==> config.mk <==
export PLATFORM = sky130hd
export DESIGN_NAME = gru_wfetch_ctrl
export DESIGN_NICKNAME = d
export VERILOG_FILES = /design/src/rtl/gru_pkg.sv /design/src/rtl/gru_rd_stream.sv /design/src/rtl/gru_wfetch_ctrl.sv
export SDC_FILE = /design/constraint.sdc
export NUM_CORES = 1
export LEC_CHECK = 0
export BUFFER_PORTS_ARGS = -buffer_cell sky130_fd_sc_hd__buf_2
export CAP_MARGIN = 20
export CORE_AREA = 2 2 351 353
export CTS_CLUSTER_SIZE = 24
export DETAILED_ROUTE_END_ITERATION = 7
export DIE_AREA = 0 0 353 355
export PLACE_DENSITY_LB_ADDON = 0.12
export SLEW_MARGIN = 20
export SYNTH_ARGS = -nofsm -noshare
export SYNTH_HDL_FRONTEND = slang
export SYNTH_SLANG_ARGS = --single-unit
==> constraint.sdc <==
create_clock -name clk_i -period 7.5 [get_ports clk_i]
set_clock_uncertainty 0.1 [all_clocks]
set_input_delay 0.75 -clock clk_i [delete_from_list [all_inputs] [get_ports clk_i]]
set_output_delay 0.75 -clock clk_i [all_outputs]
set_load 0.05 [all_outputs]
==> src/rtl/gru_pkg.sv <==
// Shared definitions for the GRU weight/bias fetch controller.
// Holds RAM geometry, the weight/bias row map, the RAM word type and the
// controller state encoding. No ports.
package gru_pkg;

  localparam int unsigned DWL    = 144;
  localparam int unsigned AWL    = 10;

  localparam int unsigned W_BASE = 0;
  localparam int unsigned W_ROWS = 585;
  localparam int unsigned B_BASE = 585;
  localparam int unsigned B_ROWS = 52;

  typedef logic [DWL-1:0] word_t;

  typedef enum logic [1:0] {
    StIdle,
    StRun,
    StDrain
  } state_e;

endpackage

==> src/rtl/gru_rd_stream.sv <==
// Single-port read streamer: issues Rows reads starting at Base, tracks the one
// read in flight across the 1-cycle RAM latency, and buffers returned words in a
// 2-entry FIFO that feeds a valid/ready channel.
// Ports:
//   clk_i, rst_i            clock, synchronous active-high reset
//   enable_i                reads may be issued this cycle
//   flush_i                 drop FIFO contents, in-flight read and row counter
//   clear_i                 rewind the row counter at end of frame
//   ram_en_o, ram_addr_o    RAM read request
//   ram_dout_i              RAM read data (one cycle after the request)
//   data_o, valid_o,        output stream; last_o marks row Rows-1
//   ready_i, last_o
//   issued_all_o            every row of the frame has been requested
//   idle_o                  FIFO empty and nothing in flight
module gru_rd_stream
  import gru_pkg::*;
#(
  parameter int unsigned Base = 0,
  parameter int unsigned Rows = 1
) (
  input  logic           clk_i,
  input  logic           rst_i,
  input  logic           enable_i,
  input  logic           flush_i,
  input  logic           clear_i,
  output logic           ram_en_o,
  output logic [AWL-1:0] ram_addr_o,
  input  logic [DWL-1:0] ram_dout_i,
  output logic [DWL-1:0] data_o,
  output logic           valid_o,
  input  logic           ready_i,
  output logic           last_o,
  output logic           issued_all_o,
  output logic           idle_o
);

  localparam int unsigned CntW = $clog2(Rows + 1);

  logic [CntW-1:0] cnt_q, cnt_d;
  logic            inflight_q, inflight_d;
  logic            inflight_last_q, inflight_last_d;
  logic [1:0]      fcnt_q, fcnt_d;
  logic            rd_ptr_q, rd_ptr_d;
  logic            wr_ptr_q, wr_ptr_d;
  word_t           mem_q [2];
  logic [1:0]      last_q;

  logic pop, push, issue;

  assign valid_o      = (fcnt_q != 2'd0);
  assign data_o       = mem_q[rd_ptr_q];
  assign last_o       = valid_o & last_q[rd_ptr_q];
  assign issued_all_o = (cnt_q == CntW'(Rows));
  assign idle_o       = (fcnt_q == 2'd0) & ~inflight_q;
  assign ram_en_o     = issue;
  assign ram_addr_o   = issue ? (AWL'(Base) + AWL'(cnt_q)) : '0;

  always_comb begin
    pop  = valid_o & ready_i;
    // Data returning the cycle of a flush belongs to the aborted frame.
    push = inflight_q & ~flush_i;
    // Only issue if the returning word is guaranteed a free FIFO slot.
    issue = enable_i & ~flush_i & (cnt_q < CntW'(Rows)) &
            (({1'b0, fcnt_q} + {2'b00, inflight_q}) < (3'd2 + {2'b00, pop}));

    cnt_d = cnt_q;
    if (flush_i || clear_i) begin
      cnt_d = '0;
    end else if (issue) begin
      cnt_d = cnt_q + CntW'(1);
    end

    inflight_d      = issue;
    inflight_last_d = issue & (cnt_q == CntW'(Rows - 1));

    if (flush_i) begin
      fcnt_d   = 2'd0;
      rd_ptr_d = 1'b0;
      wr_ptr_d = 1'b0;
    end else begin
      fcnt_d   = fcnt_q + {1'b0, push} - {1'b0, pop};
      rd_ptr_d = rd_ptr_q ^ pop;
      wr_ptr_d = wr_ptr_q ^ push;
    end
  end

  always_ff @(posedge clk_i) begin
    if (rst_i) begin
      cnt_q           <= '0;
      inflight_q      <= 1'b0;
      inflight_last_q <= 1'b0;
      fcnt_q          <= 2'd0;
      rd_ptr_q        <= 1'b0;
      wr_ptr_q        <= 1'b0;
      mem_q[0]        <= '0;
      mem_q[1]        <= '0;
      last_q          <= 2'b00;
    end else begin
      cnt_q           <= cnt_d;
      inflight_q      <= inflight_d;
      inflight_last_q <= inflight_last_d;
      fcnt_q          <= fcnt_d;
      rd_ptr_q        <= rd_ptr_d;
      wr_ptr_q        <= wr_ptr_d;
      if (push) begin
        mem_q[wr_ptr_q]  <= ram_dout_i;
        last_q[wr_ptr_q] <= inflight_last_q;
      end
    end
  end

endmodule

==> src/rtl/gru_wfetch_ctrl.sv <==
// GRU weight/bias fetch controller. On start, streams all weight rows through
// RAM port A and all bias rows through RAM port B, each on its own valid/ready
// channel, then pulses done. abort flushes the frame without done.
// Optional feature macro: GRU_WLOAD_EN adds a host load channel (ld_*) that
// writes RAM port A while idle; without it both RAM ports are read-only.
// Ports:
//   clk_i, rst_i                   clock, synchronous active-high reset
//   start_i, abort_i               frame control pulses
//   busy_o, done_o                 frame status
//   w_data_o/w_valid_o/w_ready_i/w_last_o   weight stream
//   b_data_o/b_valid_o/b_ready_i/b_last_o   bias stream
//   ram_*_a_o, ram_dout_a_i        RAM port A (weights, host load)
//   ram_*_b_o, ram_dout_b_i        RAM port B (biases)
//   ld_valid_i/ld_ready_o/ld_addr_i/ld_data_i  host load (GRU_WLOAD_EN only)
module gru_wfetch_ctrl
  import gru_pkg::*;
(
  input  logic           clk_i,
  input  logic           rst_i,
  input  logic           start_i,
  input  logic           abort_i,
`ifdef GRU_WLOAD_EN
  input  logic           ld_valid_i,
  output logic           ld_ready_o,
  input  logic [AWL-1:0] ld_addr_i,
  input  logic [DWL-1:0] ld_data_i,
`endif
  output logic           busy_o,
  output logic           done_o,
  output logic [DWL-1:0] w_data_o,
  output logic           w_valid_o,
  input  logic           w_ready_i,
  output logic           w_last_o,
  output logic [DWL-1:0] b_data_o,
  output logic           b_valid_o,
  input  logic           b_ready_i,
  output logic           b_last_o,
  output logic           ram_en_a_o,
  output logic           ram_we_a_o,
  output logic [AWL-1:0] ram_addr_a_o,
  output logic [DWL-1:0] ram_din_a_o,
  input  logic [DWL-1:0] ram_dout_a_i,
  output logic           ram_en_b_o,
  output logic           ram_we_b_o,
  output logic [AWL-1:0] ram_addr_b_o,
  output logic [DWL-1:0] ram_din_b_o,
  input  logic [DWL-1:0] ram_dout_b_i
);

  state_e state_q, state_d;

  logic           go_run;
  logic           stream_en;
  logic           flush;
  logic           a_ram_en, b_ram_en;
  logic [AWL-1:0] a_ram_addr;
  logic           a_all, b_all, a_idle, b_idle;

  assign busy_o    = (state_q != StIdle);
  assign flush     = abort_i & (state_q != StIdle);
  // Streams start issuing in the start cycle itself so the first row is valid
  // two clocks after start.
  assign stream_en = go_run | ((state_q == StRun) & ~abort_i);

`ifdef GRU_WLOAD_EN
  logic start_pend_q, start_pend_d;
  logic ld_acc, start_req;

  assign ld_ready_o   = (state_q == StIdle);
  assign ld_acc       = ld_valid_i & ld_ready_o;
  assign start_req    = (start_i | start_pend_q) & (state_q == StIdle);
  // A load beat owns port A this cycle; the start waits for a free cycle.
  assign go_run       = start_req & ~ld_acc;
  assign start_pend_d = start_req & ld_acc;

  always_ff @(posedge clk_i) begin
    if (rst_i) begin
      start_pend_q <= 1'b0;
    end else begin
      start_pend_q <= start_pend_d;
    end
  end

  assign ram_en_a_o   = ld_acc | a_ram_en;
  assign ram_we_a_o   = ld_acc;
  assign ram_addr_a_o = ld_acc ? ld_addr_i : a_ram_addr;
  assign ram_din_a_o  = ld_acc ? ld_data_i : '0;
`else
  assign go_run       = start_i & (state_q == StIdle);
  assign ram_en_a_o   = a_ram_en;
  assign ram_we_a_o   = 1'b0;
  assign ram_addr_a_o = a_ram_addr;
  assign ram_din_a_o  = '0;
`endif

  assign ram_en_b_o  = b_ram_en;
  assign ram_we_b_o  = 1'b0;
  assign ram_din_b_o = '0;

  always_comb begin
    state_d = state_q;
    done_o  = 1'b0;
    unique case (state_q)
      StIdle: begin
        if (go_run) state_d = StRun;
      end
      StRun: begin
        if (abort_i) begin
          state_d = StIdle;
        end else if (a_all && b_all) begin
          state_d = StDrain;
        end
      end
      StDrain: begin
        if (abort_i) begin
          state_d = StIdle;
        end else if (a_idle && b_idle) begin
          state_d = StIdle;
          done_o  = 1'b1;
        end
      end
      default: state_d = StIdle;
    endcase
  end

  always_ff @(posedge clk_i) begin
    if (rst_i) begin
      state_q <= StIdle;
    end else begin
      state_q <= state_d;
    end
  end

  gru_rd_stream #(
    .Base(W_BASE),
    .Rows(W_ROWS)
  ) u_w_stream (
    .clk_i       (clk_i),
    .rst_i       (rst_i),
    .enable_i    (stream_en),
    .flush_i     (flush),
    .clear_i     (done_o),
    .ram_en_o    (a_ram_en),
    .ram_addr_o  (a_ram_addr),
    .ram_dout_i  (ram_dout_a_i),
    .data_o      (w_data_o),
    .valid_o     (w_valid_o),
    .ready_i     (w_ready_i),
    .last_o      (w_last_o),
    .issued_all_o(a_all),
    .idle_o      (a_idle)
  );

  gru_rd_stream #(
    .Base(B_BASE),
    .Rows(B_ROWS)
  ) u_b_stream (
    .clk_i       (clk_i),
    .rst_i       (rst_i),
    .enable_i    (stream_en),
    .flush_i     (flush),
    .clear_i     (done_o),
    .ram_en_o    (b_ram_en),
    .ram_addr_o  (ram_addr_b_o),
    .ram_dout_i  (ram_dout_b_i),
    .data_o      (b_data_o),
    .valid_o     (b_valid_o),
    .ready_i     (b_ready_i),
    .last_o      (b_last_o),
    .issued_all_o(b_all),
    .idle_o      (b_idle)
  );

endmodule

; ---- Word-level counts from Yosys, hierarchy flattened
; Memory sizes are Yosys's and may differ from the RTL's. A register that Yosys moved wholly into a read port is not among the register bits.
; Index checks and enable logic that the tools add are counted.
[totals]
regBits = 34
latch_bits = 0
mem_bits_rw = 576
romBits = 0
inputBits = 294
out_inout_bits = 606
word_cells = 127
memories = 2
[classes]
add_sub_neg = 11
mul = 0
n_div = 0
n_lt_le_gt_ge = 10
eq_ne = 9
n_shift = 0
mux = 37
bitwise = 27
n_reduce_logical = 16
[memory_table]
columns = memory, depth, width, rd, rd_ports_with_merged_regs, wr, line_no
row1 = u_b_stream.mem_q, 2, 144, 1, 1, 2, gru_rd_stream.sv:45  ; word_t mem_q [2];
row2 = u_w_stream.mem_q, 2, 144, 1, 1, 2, gru_rd_stream.sv:45
[op_table]
columns = operator, n
row1 = 2-to-1 mux 144 bit, 2
row2 = OR reduction 144 bit, 2
row3 = 2-to-1 mux 1 bit, 23
row4 = == test 10 bit (second input constant), 2
row5 = 2-to-1 mux 10 bit, 2
row6 = AND 1 bit, 18
row7 = == test 6 bit (second input constant), 2
row8 = adder 10 x 1 -> 10 bit (second input constant), 1
row9 = adder 10 x 6 -> 10 bit (first input constant), 1
row10 = less-than comparator 10 bit (second input constant), 1
row11 = 2-to-1 mux 2 bit, 5
row12 = less-than comparator 1 x 2 -> 1 bit (second input constant), 4
row13 = adder 2 x 1 -> 3 bit, 2
row14 = adder 2 x 1 -> 3 bit (first input constant), 2
row15 = adder 6 x 1 -> 6 bit (second input constant), 1
row16 = zero test 2 bit, 3
row17 = less-than comparator 3 bit, 2
row18 = less-than comparator 6 bit (second input constant), 1
row19 = one-hot mux 2 bit (3 select lines), 1
row20 = nonzero test 2 bit, 3
row21 = adder 2 x 1 -> 2 bit, 2
row22 = bitwise mux 2 bit, 2
row23 = logical AND 1 bit, 4
row24 = inverter 1 bit, 4
row25 = other kinds (13), 20

; ---- Longest topological paths before layout
; Gate-level depths: netlist (run 1).
[logic_depth]
word_depth = 9
ltp_mapped = 10
mapped_depth_nobuf = 8

; ---- Modules after synthesis
; A second synthesis (run 1) with hierarchy kept.
[unflattened]
cells_unflattened = 2075
hier_area_um2 = 28825.1
[modules_own_cells]
columns = module, instances, cells_each, area_each_um2, seq_area_each_um2
row1 = gru_rd_stream (u_w_stream), 1, 892, 13316.5, 9008.6
row2 = gru_rd_stream (u_b_stream), 1, 876, 13192.7, 8928.6
row3 = gru_wfetch_ctrl, 1, 307, 2316.0, 40.0

; ---- Worst setup path after synthesis (run 1)
; No wires, ideal clock.
[synth_path]
path_kind = register to register
start = register state_q[1]
end = memory u_w_stream.mem_q[0][0] in the netlist's numbering (enable)
setup_ns = 0.514
t_arrival_ns = 4.846
required_time_ns = 6.886
setup_slack_ns = 2.039
path_stages_with_launch = 8
path_buffers = 1
period_less_slack_ns = 5.461
path_cell_list = dfxtp_1 -> nor2_1 -> inv_1 -> a21oi_1 -> nand2_1 -> nor2_2 -> clkbuf_1 -> or2_1
[synth_lines]
columns = element, line_no
row1 = from (decl), gru_wfetch_ctrl.sv:50  ; state_e state_q, state_d;
row2 = from (signal assigned), gru_wfetch_ctrl.sv:128  ; state_q <= StIdle;
row3 = from (signal assigned), gru_wfetch_ctrl.sv:130  ; state_q <= state_d;
row4 = to (decl), gru_rd_stream.sv:45

==> metrics.txt, run 1 <==
# TYPE chip_impl_metric gauge
chip_impl_metric{name="syn_to_final_growth",unit="%"} 21.48
chip_impl_info{name="rsz0062_at_grt",value="false"} 1
chip_impl_metric{name="syn_area_per_cell",unit="µm²"} 13.88
chip_impl_metric{name="dpl.hpwl",unit="mm"} 56.86
chip_impl_metric{name="leakage_power_total",unit="nW"} 14.55
chip_impl_metric{name="post-cts-setup-buffer-count",unit=""} 0
chip_impl_metric{name="ys_ff_latch",unit=""} 610
chip_impl_metric{name="die_x",unit="µm"} 353
chip_impl_info{name="cts_tree",value="built"} 1
chip_impl_metric{name="gp_routability_congestion",unit=""} 0.7364
chip_impl_metric{name="period_share",unit="%"} 52.69
chip_impl_metric{name="cp.arrival",unit="ns"} 3.10
chip_impl_metric{name="chipHeight",unit="µm"} 355
chip_impl_metric{name="pin_count",unit=""} 900
chip_impl_metric{name="via_count_of_the_first_global_routing_pass",unit=""} 17100
chip_impl_metric{name="clock_tree.buffer_depth",unit=""} 3
chip_impl_info{name="status",value="finished, final reports clean"} 1
chip_impl_metric{name="worstMarginPinSlew",unit="ns"} 1.031
chip_impl_metric{name="htreeDepth",unit=""} 3
chip_impl_metric{name="final-max-slew-violation-count",unit=""} 0
chip_impl_metric{name="total_nets_final",unit=""} 2976
chip_impl_info{name="timing.rr.start",value="state_q[1]$_SDFFE_PP0P_"} 1
chip_impl_metric{name="cts_hold_buf",unit=""} 0
chip_impl_info{name="critical_path.endpoint_type",value="output port"} 1
chip_impl_metric{name="number_of_routed_nets_with_antenna_violations",unit=""} 0
chip_impl_metric{name="cts.repair.resized",unit=""} 0
chip_impl_metric{name="grt_antenna_before_repair",unit=""} 44
chip_impl_metric{name="synth-edff-count",unit=""} 576
chip_impl_metric{name="worstHoldPathCells",unit=""} 2
chip_impl_metric{name="setup_viol",unit=""} 0
chip_impl_metric{name="clkSinkCount",unit=""} 610
chip_impl_metric{name="regToRegSetupSlack",unit="ns"} 3.58
chip_impl_metric{name="hold_viol_final",unit=""} 0
chip_impl_info{name="reg2reg_to",value="u_w_stream.mem_q[1][48]$_SDFFCE_PN0P_"} 1
chip_impl_metric{name="fp.dieArea",unit="mm²"} 0.1253
chip_impl_metric{name="grt_first_pass_wirelength",unit="mm"} 118.2
chip_impl_metric{name="wl",unit="mm"} 83.77
chip_impl_info{name="layout.cells.most_common",value="sky130_fd_sc_hd__buf_2"} 1
chip_impl_metric{name="worstRegToRegCells",unit=""} 8
chip_impl_metric{name="netlist_instances",unit=""} 2066
chip_impl_metric{name="drt_pass1_iterations",unit=""} 4
chip_impl_metric{name="ys_types",unit=""} 44
chip_impl_metric{name="netlist_area",unit="mm²"} 0.02867
chip_impl_metric{name="worstPathRequired",unit="ns"} 6.65
chip_impl_metric{name="clock.fmax",unit="GHz"} 0.2530
chip_impl_metric{name="setup_total_negative_slack",unit="ns"} 0
chip_impl_metric{name="tritoncts.num_buffers",unit=""} 78
chip_impl_info{name="dominantRegCellSynth",value="sky130_fd_sc_hd__edfxtp_1"} 1
chip_impl_metric{name="clkSlewWorstSetupHoldPaths",unit="ns"} 0.05
chip_impl_metric{name="post-route-drc-count",unit=""} 0
chip_impl_metric{name="dr.first_iter.drc_count",unit=""} 812
chip_impl_metric{name="port_buffers",unit=""} 607
chip_impl_metric{name="power.density",unit="mW/mm²"} 327.4
chip_impl_info{name="setup.worst_path.start",value="u_b_stream.rd_ptr_q$_SDFF_PP0_"} 1
chip_impl_metric{name="final.hold.worst_slack",unit="ns"} 0.2608
chip_impl_metric{name="async_s_r_ff_share_synth",unit="%"} 0
chip_impl_metric{name="cap_viol_max_count",unit=""} 0
chip_impl_metric{name="yosysWarnings",unit=""} 0
chip_impl_metric{name="gr-total-overflow",unit=""} 0
chip_impl_metric{name="final_period_minus_worst_setup_slack",unit="ns"} 3.952
chip_impl_metric{name="drive_above_1_share",unit="%"} 37.71
chip_impl_info{name="ctsRootBufferMaster",value="sky130_fd_sc_hd__clkbuf_16"} 1
chip_impl_info{name="hold_path.startpoint",value="abort_i"} 1
chip_impl_metric{name="avgViaCountPerCell",unit=""} 3.902
chip_impl_info{name="hold_class",value="input port to register"} 1
chip_impl_metric{name="maxSlewHeadroom",unit="%"} 31.26
chip_impl_info{name="layout_common_cells",value="607 x sky130_fd_sc_hd__buf_2, 586 x sky130_fd_sc_hd__and2_1, 576 x sky130_fd_sc_hd__edfxtp_1, 292 x sky130_fd_sc_hd__conb_1, 288 x sky130_fd_sc_hd__mux2_2"} 1
chip_impl_metric{name="grt.total_usage",unit="%"} 12.83
chip_impl_info{name="destination_of_the_worst_hold_path",value="state_q[1]$_SDFFE_PP0P_"} 1
chip_impl_metric{name="detail_route.wl_per_cell",unit="µm"} 19.22
chip_impl_metric{name="routed-via-count",unit=""} 17010
chip_impl_metric{name="clk-insertion-delay-late",unit="ns"} 0.63
chip_impl_metric{name="critical_path_peak_fanout",unit=""} 55
chip_impl_info{name="critPathKind",value="register to output port"} 1
chip_impl_metric{name="sequential_area_share_after_synthesis",unit="%"} 62.70
chip_impl_metric{name="core_area",unit="mm²"} 0.1214
chip_impl_metric{name="floorplan.rows",unit=""} 128
chip_impl_metric{name="grt_start_max_net_pins",unit=""} 133
chip_impl_metric{name="irDropWorstVdd",unit="µV"} 150.1
chip_impl_metric{name="initial_utilization",unit="%"} 23.62
chip_impl_info{name="startpoint_type",value="register"} 1
-- critical path, cell delays in order, from the launching register on --
cell and delay (ns):
sky130_fd_sc_hd__dfxtp_4 0.86, sky130_fd_sc_hd__buf_4 0.73, sky130_fd_sc_hd__mux2_2 0.50, sky130_fd_sc_hd__buf_2 0.24
-- power by group --
| part | switching, mW | total (mW) | internal (mW) |
|---|---|---|---|
| logic | 2.81 | 3.73 | 0.923 |
| clock network | 1.48 | 3.50 | 2.02 |
| registers | 0.140 | 4.18 | 4.03 |
| total | 4.42 | 11.4 | 6.98 |
-- kinds of logic (layout without fill, tap and decap cells) --
group	Yosys count	in the layout	synth area share, %
compound gates	37	37	0.8117
xor+xnor	14	14	0.4277
fa+ha+maj	18	18	0.7855
buf+inv	417	781	9.365
flops	610	610	62.70
mux	294	294	11.52
other cells	1	304	0.01308
simple gates	675	675	14.37
-- routing by layer --
metal	global-route usage (%)	vias to the layer above	wire length, µm
met4	4.289	22	2038
met2	23.53	624	44260
met5	0	-	137
met1	14.15	8434	31580
li1	-	7781	-
met3	3.667	144	5758
-- worst max-delay path by stage --
stage,end,slack (ns)
after floorplan,u_w_stream.mem_q[0][0]$_SDFFCE_PN0P_,2.04
after global placement,u_w_stream.mem_q[1][37]$_SDFFCE_PN0P_,3.01
after detailed placement,u_w_stream.mem_q[1][37]$_SDFFCE_PN0P_,3.06
after CTS,b_data_o[16],3.45
after global routing,u_w_stream.mem_q[1][96]$_SDFFCE_PN0P_,3.29
final,b_data_o[16],3.55
-- per-stage QoR --
stage | instance area (µm²) | power, mW | util (%) | cells | setup slack (ns)
6_report | 34830 | 11.40 | 28.69 | 4358 | 3.548
2_1_floorplan | 29760 | 7.195 | - | 2357 | 2.039
3_3_place_gp | 32440 | 8.038 | 26.72 | 4209 | 3.009
3_5_place_dp | 32440 | 8.057 | 26.72 | 4209 | 3.062
4_1_cts | 34800 | 11.64 | 28.67 | 4346 | 3.451
5_1_grt | 34820 | 11.90 | 28.68 | 4353 | 3.292
-- cells in the mapped netlist (2+ instances only) --
library cell                 n  area [µm²]
sky130_fd_sc_hd__nand4_1     2       12.51
sky130_fd_sc_hd__o21a_1      3       22.52
sky130_fd_sc_hd__xnor2_1     5       43.79
sky130_fd_sc_hd__nor2_1     36       135.1
sky130_fd_sc_hd__nor2_2      2       12.51
sky130_fd_sc_hd__dfxtp_1    34       680.7
sky130_fd_sc_hd__and3_1      7       43.79
sky130_fd_sc_hd__nand3_1    11       55.05
sky130_fd_sc_hd__a21oi_1    14       70.07
sky130_fd_sc_hd__buf_2      16       80.08
sky130_fd_sc_hd__nand2_1     8       30.03
sky130_fd_sc_hd__inv_1      21       78.83
sky130_fd_sc_hd__ha_1       18       225.2
sky130_fd_sc_hd__nor2b_1     2       12.51
sky130_fd_sc_hd__or3_1       3       18.77
sky130_fd_sc_hd__mux2_2    288        3243
sky130_fd_sc_hd__or4_1       3       22.52
sky130_fd_sc_hd__nor4b_1     3       26.28
sky130_fd_sc_hd__o21ai_0     6       30.03
sky130_fd_sc_hd__o31ai_1     2       15.01
sky130_fd_sc_hd__mux2i_1     6       60.06
sky130_fd_sc_hd__inv_2       2       7.510
sky130_fd_sc_hd__xor2_1      9       78.83
sky130_fd_sc_hd__o21ai_1     4       20.02
sky130_fd_sc_hd__buf_4     293        2200
sky130_fd_sc_hd__clkbuf_1   85       319.1
sky130_fd_sc_hd__and2_1    586        3666
sky130_fd_sc_hd__or2_1       4       25.02
sky130_fd_sc_hd__nand2b_1    3       18.77
sky130_fd_sc_hd__edfxtp_1  576       17300
-- registers in the layout (all words and copies together) (netlist names) --
signal and flops:
u_b_stream.wr_ptr_q 1, u_w_stream.fcnt_q 2, u_w_stream.inflight_q 1, u_w_stream.last_q 2, u_b_stream.last_q 2, u_b_stream.inflight_last_q 1
u_w_stream.wr_ptr_q 1, state_q 2, u_w_stream.inflight_last_q 1, u_w_stream.mem_q 288, u_b_stream.rd_ptr_q 1, u_b_stream.fcnt_q 2
u_w_stream.cnt_q 10, u_b_stream.mem_q 288, u_b_stream.cnt_q 6, u_w_stream.rd_ptr_q 1, u_b_stream.inflight_q 1
-- layout make-up --
type / count / area [µm²]
clock inverter: 42 / 341.6
antenna: 12 / 30.03
fill: 12720 / 86570
tap: 1625 / 2033
multi-input combinational: 1330 / 9131
timing repair buffer: 621 / 3206
clock buffer: 95 / 2016
inverter: 23 / 86.33
sequential: 610 / 17980
Note: power is estimated with default switching activity, not from simulation.
==> inputs of run 2 (changes only) <==
==> constraint.sdc (replaced) <==
create_clock -name clk_i -period 3.22 [get_ports clk_i]
set_clock_uncertainty 0.1 [all_clocks]
set_input_delay 0.322 -clock clk_i [delete_from_list [all_inputs] [get_ports clk_i]]
set_output_delay 0.322 -clock clk_i [all_outputs]
set_load 0.05 [all_outputs]
==> metrics.txt, run 2 (synthesized netlist as in run 1, its figures left out) <==
# TYPE chip_impl_metric gauge
chip_impl_metric{name="internal_power",unit="mW"} 16.85
chip_impl_metric{name="syn_to_final_growth",unit="%"} 33.23
chip_impl_metric{name="avgViaCountPerCell",unit=""} 3.859
chip_impl_metric{name="leakage_power_total",unit="nW"} 15.99
chip_impl_metric{name="clock.fmax",unit="GHz"} 0.3252
chip_impl_metric{name="hold_viol_final",unit=""} 0
chip_impl_metric{name="filler_cell_count",unit=""} 12530
chip_impl_metric{name="irDropWorstVdd",unit="µV"} 393.6
chip_impl_info{name="top_regs",value="u_b_stream.mem_q: 288 flops, u_w_stream.mem_q: 288 flops, u_w_stream.cnt_q: 10 flops"} 1
chip_impl_metric{name="fp.dieArea",unit="mm²"} 0.1253
chip_impl_metric{name="total_nets_final",unit=""} 3290
chip_impl_metric{name="htreeDepth",unit=""} 3
chip_impl_metric{name="number_of_routed_nets_with_antenna_violations",unit=""} 0
chip_impl_metric{name="setup_viol",unit=""} 0
chip_impl_metric{name="worstPathRequired",unit="ns"} 2.80
chip_impl_metric{name="gr-total-overflow",unit=""} 0
chip_impl_metric{name="clkSinkCount",unit=""} 610
chip_impl_metric{name="power.clock.fraction",unit="%"} 30.9
chip_impl_metric{name="initial_utilization",unit="%"} 23.62
chip_impl_metric{name="p_comb_share",unit="%"} 33.6
chip_impl_metric{name="seq_power_share",unit="%"} 35.5
chip_impl_metric{name="drive_above_1_share",unit="%"} 34.74
chip_impl_metric{name="worstMarginPinSlew",unit="ns"} 0.8962
chip_impl_info{name="layout.cells.most_common",value="sky130_fd_sc_hd__buf_2"} 1
chip_impl_metric{name="p_switching",unit="mW"} 10.49
chip_impl_metric{name="dp_slack",unit="ns"} 0.6774
chip_impl_metric{name="core_area",unit="mm²"} 0.1214
chip_impl_info{name="ctsRootBufferMaster",value="sky130_fd_sc_hd__clkbuf_16"} 1
chip_impl_metric{name="maxSlewHeadroom",unit="%"} 40.26
chip_impl_info{name="critical_path.endpoint_type",value="output port"} 1
chip_impl_info{name="rsz0062_at_grt",value="false"} 1
chip_impl_metric{name="gp_routability_congestion",unit=""} 0.7429
chip_impl_metric{name="post-route-drc-count",unit=""} 0
chip_impl_metric{name="routed-via-count",unit=""} 18020
chip_impl_metric{name="chipHeight",unit="µm"} 355
chip_impl_metric{name="die_x",unit="µm"} 353
chip_impl_metric{name="period_share",unit="%"} 95.50
chip_impl_metric{name="grt_first_pass_wirelength",unit="mm"} 122.7
chip_impl_metric{name="pin_count",unit=""} 900
chip_impl_metric{name="clk-insertion-delay-late",unit="ns"} 0.62
chip_impl_metric{name="cap_viol_max_count",unit=""} 0
chip_impl_metric{name="grt.total_usage",unit="%"} 13.08
chip_impl_metric{name="port_buffers",unit=""} 607
chip_impl_metric{name="dr.first_iter.drc_count",unit=""} 561
chip_impl_info{name="cts_tree",value="built"} 1
chip_impl_metric{name="final-max-slew-violation-count",unit=""} 0
chip_impl_metric{name="final.setup.worst_slack",unit="ns"} 0.1450
chip_impl_metric{name="cp.arrival",unit="ns"} 2.65
chip_impl_info{name="layout_common_cells",value="603 x sky130_fd_sc_hd__buf_2, 586 x sky130_fd_sc_hd__and2_1, 576 x sky130_fd_sc_hd__edfxtp_1, 294 x sky130_fd_sc_hd__dlygate4sd3_1, 292 x sky130_fd_sc_hd__conb_1"} 1
chip_impl_metric{name="grt_antenna_before_repair",unit=""} 8
chip_impl_metric{name="dpl.hpwl",unit="mm"} 57.89
chip_impl_metric{name="wl",unit="mm"} 85.51
chip_impl_metric{name="grt_start_max_net_pins",unit=""} 145
chip_impl_info{name="startpoint_type",value="register"} 1
chip_impl_metric{name="setup_total_negative_slack",unit="ns"} 0
chip_impl_info{name="status",value="finished, final reports clean"} 1
chip_impl_metric{name="tritoncts.num_buffers",unit=""} 79
chip_impl_metric{name="clock_tree.buffer_depth",unit=""} 3
chip_impl_metric{name="via_count_of_the_first_global_routing_pass",unit=""} 18520
chip_impl_metric{name="drt_pass1_iterations",unit=""} 4
chip_impl_metric{name="detail_route.wl_per_cell",unit="µm"} 18.31
chip_impl_metric{name="floorplan.rows",unit=""} 128
chip_impl_metric{name="critical_path_peak_fanout",unit=""} 15
chip_impl_metric{name="p_sw_share",unit="%"} 38.38
chip_impl_metric{name="post-cts-setup-buffer-count",unit=""} 0
chip_impl_metric{name="final_period_minus_worst_setup_slack",unit="ns"} 3.075
chip_impl_info{name="hold_class",value="input port to register"} 1
chip_impl_info{name="critPathKind",value="register to output port"} 1
chip_impl_metric{name="clkSlewWorstSetupHoldPaths",unit="ns"} 0.05
chip_impl_metric{name="power.density",unit="mW/mm²"} 715.7
## run 2: what timing repair did
action / 4_1_cts / 5_1_grt
hold buffers: 294 / 0
resized for setup: 1 / 7
hold endpoints to repair: 585 / 0
endpoints found under the setup margin: 1 / 13
## run 2: path summary, 6_finish.rpt
check	slack, ns	from	cells after the start	end
worst max-delay path	0.14	u_w_stream.fcnt_q[0]$_SDFF_PP0_	7	ram_addr_a_o[0]
worst min-delay path	0.11	b_ready_i	4	u_b_stream.rd_ptr_q$_SDFF_PP0_
worst max register to register	0.71	u_w_stream.fcnt_q[0]$_SDFF_PP0_	7	u_w_stream.cnt_q[7]$_SDFFE_PP0P_
worst min register to register	0.40	u_w_stream.last_q[0]$_SDFFE_PP0P_	2	u_w_stream.last_q[0]$_SDFFE_PP0P_
## run 2: final cells by class
cell class	count	area [µm²]	area share, %
Antenna cell	6	15.01	0.03931
Clock buffer	95	2090	5.470
Inverter	23	88.84	0.2326
Clock inverter	48	380.4	0.9957
Sequential cell	610	17980	47.08
Timing Repair Buffer	934	6451	16.89
Multi-Input combinational cell	1330	9156	23.97
Tap cell	1625	2033	5.323
## run 2: stage by stage
step           power, mW  instances  area [µm²]  util (%)  hold slack (ns)
5_1_grt            28.54       4670       38200     31.46           0.1677
2_1_floorplan      16.71       2357       29780         -           0.2987
4_1_cts            27.90       4665       38160     31.43          0.09719
3_3_place_gp       18.87       4228       32740     26.97           0.3805
6_report           27.34       4671       38200     31.47           0.1144
3_5_place_dp       18.89       4228       32740     26.97           0.3909
## run 2: critical path, stage by stage, from the launching register on
cell,delay [ns]
sky130_fd_sc_hd__dfxtp_1,0.35
sky130_fd_sc_hd__ha_1,0.21
sky130_fd_sc_hd__ha_1,0.19
sky130_fd_sc_hd__a2111o_1,0.34
sky130_fd_sc_hd__a211o_1,0.38
sky130_fd_sc_hd__buf_4,0.22
sky130_fd_sc_hd__nor2_1,0.08
sky130_fd_sc_hd__buf_2,0.26
## run 2: layer usage
layer | share of wire [%] | global-route usage (%) | routed length (µm)
met1 | 39 | 14.77 | 33280
met2 | 52 | 23.89 | 44860
met3 | 6.7 | 3.821 | 5753
met4 | 1.9 | 3.557 | 1610
met5 | 0 | 0 | 0
## run 2: power by group through the flow
| stage | clock (mW) | combinational, mW | sequential [mW] |
|---|---|---|---|
| floorplan | 0 | 7.02 | 9.69 |
| global placement | 0 | 9.03 | 9.84 |
| detailed placement | 0 | 9.01 | 9.88 |
| CTS | 8.81 | 9.38 | 9.71 |
| global route | 9.10 | 9.66 | 9.78 |
| finish | 8.45 | 9.19 | 9.70 |
